**config.mk**
```make
export PLATFORM = sky130hd
export DESIGN_NAME = reg8_a
export DESIGN_NICKNAME = d
export VERILOG_FILES = /design/src/rtl/reg8_a.sv
export SDC_FILE = /design/constraint.sdc
export NUM_CORES = 1
export LEC_CHECK = 0
export ABC_AREA = 1
export CORE_AREA = 10 10 47 49
export CTS_BUF_LIST = sky130_fd_sc_hd__clkbuf_16
export DETAILED_ROUTE_END_ITERATION = 8
export DIE_AREA = 0 0 57 59
export HOLD_SLACK_MARGIN = 0.15
export PLACE_DENSITY = 0.52
export REMOVE_ABC_BUFFERS = 1
export SLEW_MARGIN = 5
export SYNTH_ARGS = -nofsm -noshare
export SYNTH_HDL_FRONTEND = slang
export SYNTH_SLANG_ARGS = --single-unit
```
**constraint.sdc**
```tcl
create_clock -name Clk -period 0.8 [get_ports Clk]
set_input_delay 0.24 -clock Clk [delete_from_list [all_inputs] [get_ports Clk]]
set_output_delay 0.24 -clock Clk [all_outputs]
set_load 0.02 [all_outputs]
```
**src/rtl/reg8_a.sv**
```systemverilog
// 8-bit parallel-load register with load enable and asynchronous clear.
// Each bit cell is a gate-level 2:1 recirculating select feeding a clear-able rising-edge flop.
module reg8_a (
  input  logic       Clk,
  input  logic       Res,
  input  logic       En,
  input  logic [7:0] reg_in,
  output logic [7:0] reg_out
);

  logic       en_n;
  logic [7:0] sel_load;
  logic [7:0] sel_hold;
  logic [7:0] d;
  logic [7:0] q;

  assign en_n = ~En;

  for (genvar i = 0; i < 8; i++) begin : g_cell
    // AND-OR select: En picks reg_in, otherwise the cell recirculates its own Q.
    assign sel_load[i] = reg_in[i] & En;
    assign sel_hold[i] = q[i] & en_n;
    assign d[i]        = sel_load[i] | sel_hold[i];

    always_ff @(posedge Clk or posedge Res) begin
      if (Res) begin
        q[i] <= 1'b0;
      end else begin
        q[i] <= d[i];
      end
    end
  end

  assign reg_out = q;

endmodule

```
==> out/results.ini, run 1 <==
[run_status]
status = complete, but fails checks
violations = setup timing

[place]
routabilityCongestion = 0.585
place_area_um2 = 505
dp_slack_ns = -0.386
port_buffers = 18
dp_cells = 69

[critical_path]
r2r_slack_ns = -0.03
critPathArrivalTime_ns = 0.75
crit_fanout = 2
slowest_stage = dfrtp_1
cp-start-kind = flip-flop
r2r_cells = 4
crit_type = reg2out
slowest_delay_ns = 0.38
cp.required_ns = 0.56
path_buf_inv = 1
critPathTopFamily = flip-flops
crit_path_cell_trace = buf_6
worstSetupEndpointType = primary output

[layout]
area_growth_pct = 102
fin_nets = 73
drive_above_1_share_pct = 28.3
final_common_cell = nand2_1
final_util_pct = 44.5
final_area_um2 = 623
layoutNonFillerInstCount = 76
diodes = 0
final_cell_mix = nand2_1 (24), clkdlybuf4s50_1 (9), buf_6 (9), dfrtp_1 (8), buf_4 (4)

[logic_synthesis]
synth_area_um2 = 309
seq_area_frac_synth_pct = 64.8
ys_types = 5
avgSynthCellArea_um2 = 8.83
syn_inst = 35
ys_warn_count = 0
ys_ff_latch = 8

[floorplan]
die_area_um2 = 3360
coreArea_um2 = 1400
std_cell_rows = 14
die_y_um = 59
io_pins = 19
initial_core_util_pct = 22.1
die-width_um = 57

[clock_tree]
tritoncts = built
path_clk_slew_ns = 0.04
htree_num_levels = 1
cts_sinks = 8
cts_buffers = 3
cts_buffer_depth = 2
worstSkewPairLatency_ns = 0.23
cts-root-buf = clkbuf_16

[detailed_routing]
drtPass1Iterations = 2
finalWirelength_um = 826
wl_per_cell_um = 10.9
drc = 0
via_per_inst = 3.83
drtIter0Drc = 3
postRouteAntennaNets = 0
via_count = 291

[hold_path]
min_path_type = in2async

[timing]
whs_ns = 0.258
post-route-min-period_ns = 0.985
worst_slew_pin_slew_ns = 0.308
finalSetupViolCount = 9
clock_skew_ns = 0
maxSlewHeadroom_pct = 79.5
period_share_pct = 123
timing.final.hold_violations = 0
fmax_ghz = 1.02
rsz0062_at_grt = true
final_max_slew_viol_count = 0
layout_setup_ws_ns = -0.185

[pwr]
p_leak_nw = 0.328
p_per_area_nw_per_um2 = 2480
ir_worst_vdd_uv = 1770

[job]
cap_violations = 0

[global_route]
grt_pass1_wl_um = 1350
track_usage_pct = 5.31
overflow = 0
grt_pass1_vias = 302
antenna_found_initial = 0
grt_max_degree = 9

[worst max-delay path by stage]
stage               startpoint          to  slack (ns)  cells after the start
CTS                  flip-flop  reg_out[4]       -0.20                      1
global placement     flip-flop  reg_out[4]       -0.38                      1
finish               flip-flop  reg_out[6]       -0.19                      1
global route         flip-flop  reg_out[0]       -0.21                      1
detailed placement   flip-flop  reg_out[4]       -0.39                      1
floorplan            flip-flop   flip-flop        0.12                      2
[layer usage]
metal	wire length, um	vias to the layer above	track usage, %
li1	-	155	-
met1	333	125	5.46
met2	397	11	7.44
met3	95	0	4.29
met4	0	0	3.02
met5	0	-	0
[cell usage after synthesis, drive strengths merged]
master / count / area share (%)
inv: 2 / 2.4
dfrtp: 8 / 65
nand2: 24 / 29
buf: 1 / 3.6
[power by group]
| part | leakage, nW | switching, W | total [W] | internal (W) |
|---|---|---|---|---|
| Sequential | 0.0974 | 0.0000240 | 0.000467 | 0.000443 |
| Clock | 0.0370 | 0.000176 | 0.000819 | 0.000643 |
| Combinational | 0.194 | 0.000110 | 0.000259 | 0.000149 |
| Total | 0.328 | 0.000310 | 0.00154 | 0.00123 |
[cell type report]
type,instances,area [um2]
clock buffer,3,75.1
fill,152,778
inverter,2,7.51
multi-input combinational,24,90.1
sequential,8,200
tap,16,20.0
timing repair buffer,23,230
[stage by stage]
step,power (W),setup TNS (ns)
after floorplan,0.000553,0
after global placement,0.000695,-5.15
after detailed placement,0.000698,-5.23
after CTS,0.00157,-1.49
after global routing,0.00162,-1.69
final,0.00154,-1.47
[logic make-up (layout without fill, tap and decap cells)]
logic type,count (synthesis),in the layout,share of synthesized area [%]
flops,8,8,64.8
simple gates,24,24,29.2
buf+inv,3,28,6.07
[timing repair]
action                                  4_1_cts  5_1_grt
resized for setup                            50        0
endpoints found under the setup margin       16        8
hold buffers                                  0        0
setup buffers                                 2        2
Note: power is estimated with default switching activity, not from simulation.
==> run 2: changes to the inputs <==
MAX_ROUTING_LAYER = met4   (was not set)
PLACE_DENSITY = 0.61   (was 0.52)
==> out/results.ini, run 2 (synthesized netlist as in run 1, its figures left out) <==
[pwr]
p_per_area_nw_per_um2 = 2490  ; was 2480 nW/um2
finalPower_w = 0.00156  ; was 0.00154 W
ir_worst_vdd_uv = 1350  ; was 1770 uV
p_leak_nw = 0.332  ; was 0.328 nW

[timing]
layout_setup_ws_ns = -0.193  ; was -0.185 ns
timing.final.hold_violations = 0  ; unchanged
post-route-min-period_ns = 0.993  ; was 0.985 ns
rsz0062_at_grt = true  ; unchanged
fin_tns_setup_ns = -1.47  ; about the same
period_share_pct = 124  ; was 123%
worst_slew_pin_slew_ns = 0.318  ; was 0.308 ns
maxSlewHeadroom_pct = 78.8  ; was 79.5%
fmax_ghz = 1.01  ; was 1.02 GHz
finalSetupViolCount = 8  ; was 9
final_max_slew_viol_count = 0  ; unchanged
clock_skew_ns = 0  ; unchanged

[global_route]
track_usage_pct = 5.72  ; was 5.31%
grt_max_degree = 9  ; unchanged
overflow = 0  ; unchanged
grt_pass1_vias = 318  ; was 302
grt_pass1_wl_um = 1370  ; was 1350 um
antenna_found_initial = 0  ; unchanged

[detailed_routing]
finalWirelength_um = 870  ; was 826 um
wl_met2_um = 441  ; was 397 um
via_count = 299  ; was 291
wl_per_cell_um = 11.3  ; was 10.9 um
routed.top_layer = met4  ; was met3
postRouteAntennaNets = 0  ; unchanged
drc = 0  ; unchanged
drt-met1-wl_um = 327  ; was 333 um
via_per_inst = 3.88  ; was 3.83
drtIter0Drc = 4  ; was 3
route.met3.wl_um = 81  ; was 95 um
drtPass1Iterations = 2  ; unchanged

[critical_path]
slowest_stage = dfrtp_1  ; unchanged
crit_fanout = 2  ; unchanged
cp.required_ns = 0.56  ; about the same
crit_path_cell_trace = buf_6  ; unchanged
critPathArrivalTime_ns = 0.75  ; about the same
crit_type = reg2out  ; unchanged
critPathTopFamily = flip-flops  ; unchanged
worstSetupEndpointType = primary output  ; unchanged
slowest_delay_ns = 0.38  ; about the same
path_buf_inv = 1  ; unchanged
cp-start-kind = flip-flop  ; unchanged

[layout]
fin_nets = 74  ; was 73
fillerInstances = 149  ; was 152
final_util_pct = 44.7  ; was 44.5%
diodes = 0  ; unchanged
drive_above_1_share_pct = 29.5  ; was 28.3%
final_area_um2 = 627  ; was 623 um2
layoutNonFillerInstCount = 77  ; was 76
area_growth_pct = 103  ; was 102%
final_cell_mix = nand2_1 (24), clkdlybuf4s50_1 (9), dfrtp_1 (8), buf_6 (8), buf_4 (6)  ; was nand2_1 (24), clkdlybuf4s50_1 (9), buf_6 (9), dfrtp_1 (8), buf_4 (4)
final_common_cell = nand2_1  ; unchanged

[place]
dpl.hpwl_um = 657
routabilityCongestion = 0.652  ; was 0.585
dp_cells = 70  ; was 69
place_area_um2 = 513  ; was 505 um2
port_buffers = 18  ; unchanged

[floorplan]
die_area_um2 = 3360  ; unchanged
die_y_um = 59  ; unchanged
die-width_um = 57  ; unchanged
io_pins = 19  ; unchanged
initial_core_util_pct = 22.1  ; unchanged
std_cell_rows = 14  ; unchanged
coreArea_um2 = 1400  ; unchanged

[clock_tree]
cts_buffers = 3  ; unchanged
cts-root-buf = clkbuf_16  ; unchanged
htree_num_levels = 1  ; unchanged
path_clk_slew_ns = 0.04  ; about the same
tritoncts = built  ; unchanged
cts_sinks = 8  ; unchanged
cts_buffer_depth = 2  ; unchanged
worstSkewPairLatency_ns = 0.23  ; about the same

[job]
cap_violations = 0  ; unchanged

[hold_path]
min_path_type = in2async  ; unchanged

[run_status]
status = complete, but fails checks  ; unchanged
violations = setup timing  ; unchanged

==> run 2: final timing paths <==
| path | from | to | depth (start not counted) | slack, ns |
|---|---|---|---|---|
| max reg2reg | flip-flop | flip-flop | 3 | 0.07 |
| min reg2reg | flip-flop | flip-flop | 2 | 0.49 |
| max | flip-flop | reg_out[5] | 1 | -0.19 |
| max in group asynchronous | Res | asynchronous set/reset pin | 2 | 0.30 |
| min in group Clk | flip-flop | flip-flop | 2 | 0.49 |
| min | Res | asynchronous set/reset pin | 2 | 0.26 |
==> run 2: layer usage <==
layer	global-route usage (%)	vias to the layer above
met5	-	-
met4	4.03	0
met3	4.51	2
met2	8.99	11
met1	4.47	128
li1	-	158
==> run 2: timing repair <==
action	4_1_cts	5_1_grt
gates resized for setup	49	0
hold buffers	0	0
buffers inserted	0	4
setup endpoints to repair	16	8
==> run 2: worst reg2reg max path, cell delays in order, from the launching register on <==
cell and delay, ns:
dfrtp_1 0.38, buf_4 0.14, nand2_1 0.05, nand2_1 0.04
==> run 2: where the power goes <==
| group | internal, W | switching (W) |
|---|---|---|
| clock | 0.000643 | 0.000188 |
| sequential | 0.000443 | 0.0000241 |
| combinational | 0.000150 | 0.000111 |
| total | 0.00124 | 0.000323 |
==> run 2: final cells by class <==
type | instances | area [um2] | area share, %
repair buffers | 24 | 234 | 37.3
clock buffers | 3 | 75.1 | 12.0
flip-flops and latches | 8 | 200 | 31.9
multi-input cells | 24 | 90.1 | 14.4
inverters | 2 | 7.51 | 1.20
well taps | 16 | 20.0 | 3.19
==> run 2: metrics by stage <==
step           hold WS, ns  worst slack, ns
5_1_grt              0.305           -0.212
4_1_cts              0.270           -0.200
3_3_place_gp         0.453           -0.383
3_5_place_dp         0.457           -0.390
6_report             0.259           -0.193
2_1_floorplan       0.0557            0.124
==> run 3: changes to the inputs <==
CELL_PAD_IN_SITES_DETAIL_PLACEMENT = 0   (was not set)
CELL_PAD_IN_SITES_GLOBAL_PLACEMENT = 1   (was not set)
CORE_AREA = not set   (was 10 10 47 49)
CORE_MARGIN = 10   (was not set)
CORE_UTILIZATION = 23   (was not set)
DIE_AREA = not set   (was 0 0 57 59)
GPL_ROUTABILITY_DRIVEN = 0   (was not set)
PLACE_DENSITY = 0.79   (was 0.61)
==> out/results.ini, run 3 (synthesized netlist as in run 1, its figures left out) <==
[critical_path]
cp-start-kind = flip-flop  ; unchanged
path_buf_inv = 1  ; unchanged
critPathTopFamily = flip-flops  ; unchanged
slowest_delay_ns = 0.38  ; about the same
crit_path_cell_trace = buf_6  ; unchanged
critPathArrivalTime_ns = 0.75  ; about the same
cp.required_ns = 0.56  ; about the same
worstSetupEndpointType = primary output  ; unchanged
crit_fanout = 2  ; unchanged
crit_type = reg2out  ; unchanged
slowest_stage = dfrtp_1  ; unchanged

[detailed_routing]
drtIter0Drc = 8  ; was 4
via_count = 294  ; was 299
drtPass1Iterations = 4  ; was 2
postRouteAntennaNets = 0  ; unchanged
wl_per_cell_um = 11.2  ; was 11.3 um
via_per_inst = 4.08  ; was 3.88
drc = 0  ; unchanged
finalWirelength_um = 805  ; was 870 um

[layout]
final_util_pct = 46.3  ; was 44.7%
seqCellArea_um2 = 200  ; unchanged
fillerInstances = 132  ; was 149
layoutNonFillerInstCount = 72  ; was 77
final_common_cell = nand2_1  ; unchanged
multi_input_area_um2 = 90.1  ; unchanged
drive_above_1_share_pct = 24.6  ; was 29.5%
area_growth_pct = 92.7  ; was 103%
diodes = 0  ; unchanged
final_cell_mix = nand2_1 (24), clkdlybuf4s50_1 (9), dfrtp_1 (8), buf_6 (8), clkbuf_16 (3)  ; was nand2_1 (24), clkdlybuf4s50_1 (9), dfrtp_1 (8), buf_6 (8), buf_4 (6)
fin_nets = 70  ; was 74

[global_route]
overflow = 0  ; unchanged
use_met2_pct = 7.21  ; was 8.99%
grt_max_degree = 9  ; unchanged
track_usage_pct = 5.16  ; was 5.72%
grt_pass1_wl_um = 1280  ; was 1370 um
antenna_found_initial = 0  ; unchanged
grt-busiest-layer = met2  ; unchanged
grt_util_met1_pct = 5.91  ; was 4.47%
grt_pass1_vias = 296  ; was 318
grt_util_met3_pct = 3.60  ; was 4.51%

[floorplan]
initial_core_util_pct = 24.1  ; was 22.1%
std_cell_rows = 13  ; was 14
coreArea_um2 = 1280  ; was 1400 um2
die_y_um = 56.7  ; was 59 um
die-width_um = 56.7  ; was 57 um
die_area_um2 = 3210  ; was 3360 um2
io_pins = 19  ; unchanged

[job]
cap_violations = 0  ; unchanged

[clock_tree]
htree_num_levels = 1  ; unchanged
hold_buffers = 0  ; unchanged
path_clk_slew_ns = 0.04  ; about the same
cts-root-buf = clkbuf_16  ; unchanged
worstSkewPairLatency_ns = 0.23  ; about the same
cts_buffers = 3  ; unchanged
cts_sinks = 8  ; unchanged
cts_buffer_depth = 2  ; unchanged
tritoncts = built  ; unchanged

[place]
dp_cells = 69  ; was 70
dpl.hpwl_um = 661  ; was 657 um
port_buffers = 18  ; unchanged

[timing]
post-route-min-period_ns = 0.985  ; was 0.993 ns
worst_slew_pin_slew_ns = 0.315  ; was 0.318 ns
maxSlewHeadroom_pct = 79.0  ; was 78.8%
period_share_pct = 123  ; was 124%
final_max_slew_viol_count = 0  ; unchanged
fmax_ghz = 1.01  ; about the same
rsz0062_at_grt = true  ; unchanged
clock_skew_ns = 0  ; unchanged
finalSetupViolCount = 8  ; unchanged
layout_setup_ws_ns = -0.185  ; was -0.193 ns
timing.final.hold_violations = 0  ; unchanged

[hold_path]
min_path_type = in2async  ; unchanged

[pwr]
p_leak_nw = 0.312  ; was 0.332 nW
p_per_area_nw_per_um2 = 2570  ; was 2490 nW/um2
ir_worst_vdd_uv = 1450  ; was 1350 uV

[run_status]
violations = setup timing  ; unchanged
status = complete, but fails checks  ; unchanged

## run 3: routing by layer
metal / vias to the layer above / part of all wire, %
met2: 11 / 47
met5: - / 0
met4: 0 / 0
met1: 137 / 48
met3: 0 / 4.8
li1: 146 / -
## run 3: worst paths after layout
kind	from	endpoint	slack [ns]	depth (start not counted)
min	Res	asynchronous set/reset pin	0.26	2
max in group asynchronous	Res	asynchronous set/reset pin	0.30	2
min reg2reg	flip-flop	flip-flop	0.49	2
min in group Clk	flip-flop	flip-flop	0.49	2
max reg2reg	flip-flop	flip-flop	0.18	2
max	flip-flop	reg_out[7]	-0.19	1
## run 3: area by class of cell
class	instances	share of cell area, %
inverter	2	1.26
multi-input combinational	24	15.1
clock buffer	3	12.6
sequential	8	33.6
tap	15	3.15
timing repair buffer	20	34.2
## run 3: report_power, final
| part | switching [W] | internal [W] | leakage, nW | total [W] |
|---|---|---|---|---|
| sequential | 0.0000246 | 0.000443 | 0.0974 | 0.000468 |
| combinational | 0.000106 | 0.000130 | 0.178 | 0.000236 |
| clock | 0.000183 | 0.000643 | 0.0370 | 0.000826 |
| total | 0.000314 | 0.00122 | 0.312 | 0.00153 |
## run 3: timing repair
action | CTS | global route
setup endpoints to repair | 16 | 8
gates resized for setup | 49 | 0
endpoints found under the hold margin | 0 | 0
setup buffers | 0 | 0
## run 3: metrics by stage
stage               power, W  worst slack, ns  TNS [ns]  cell area [um2]  hold slack [ns]
floorplan           0.000553            0.124         0              298           0.0557
global placement    0.000699           -0.374     -5.17              512            0.454
detailed placement  0.000702           -0.378     -5.26              512            0.460
CTS                  0.00154           -0.188     -1.49              596            0.271
global route         0.00159           -0.211     -1.63              596            0.289
finish               0.00153           -0.185     -1.45              596            0.261
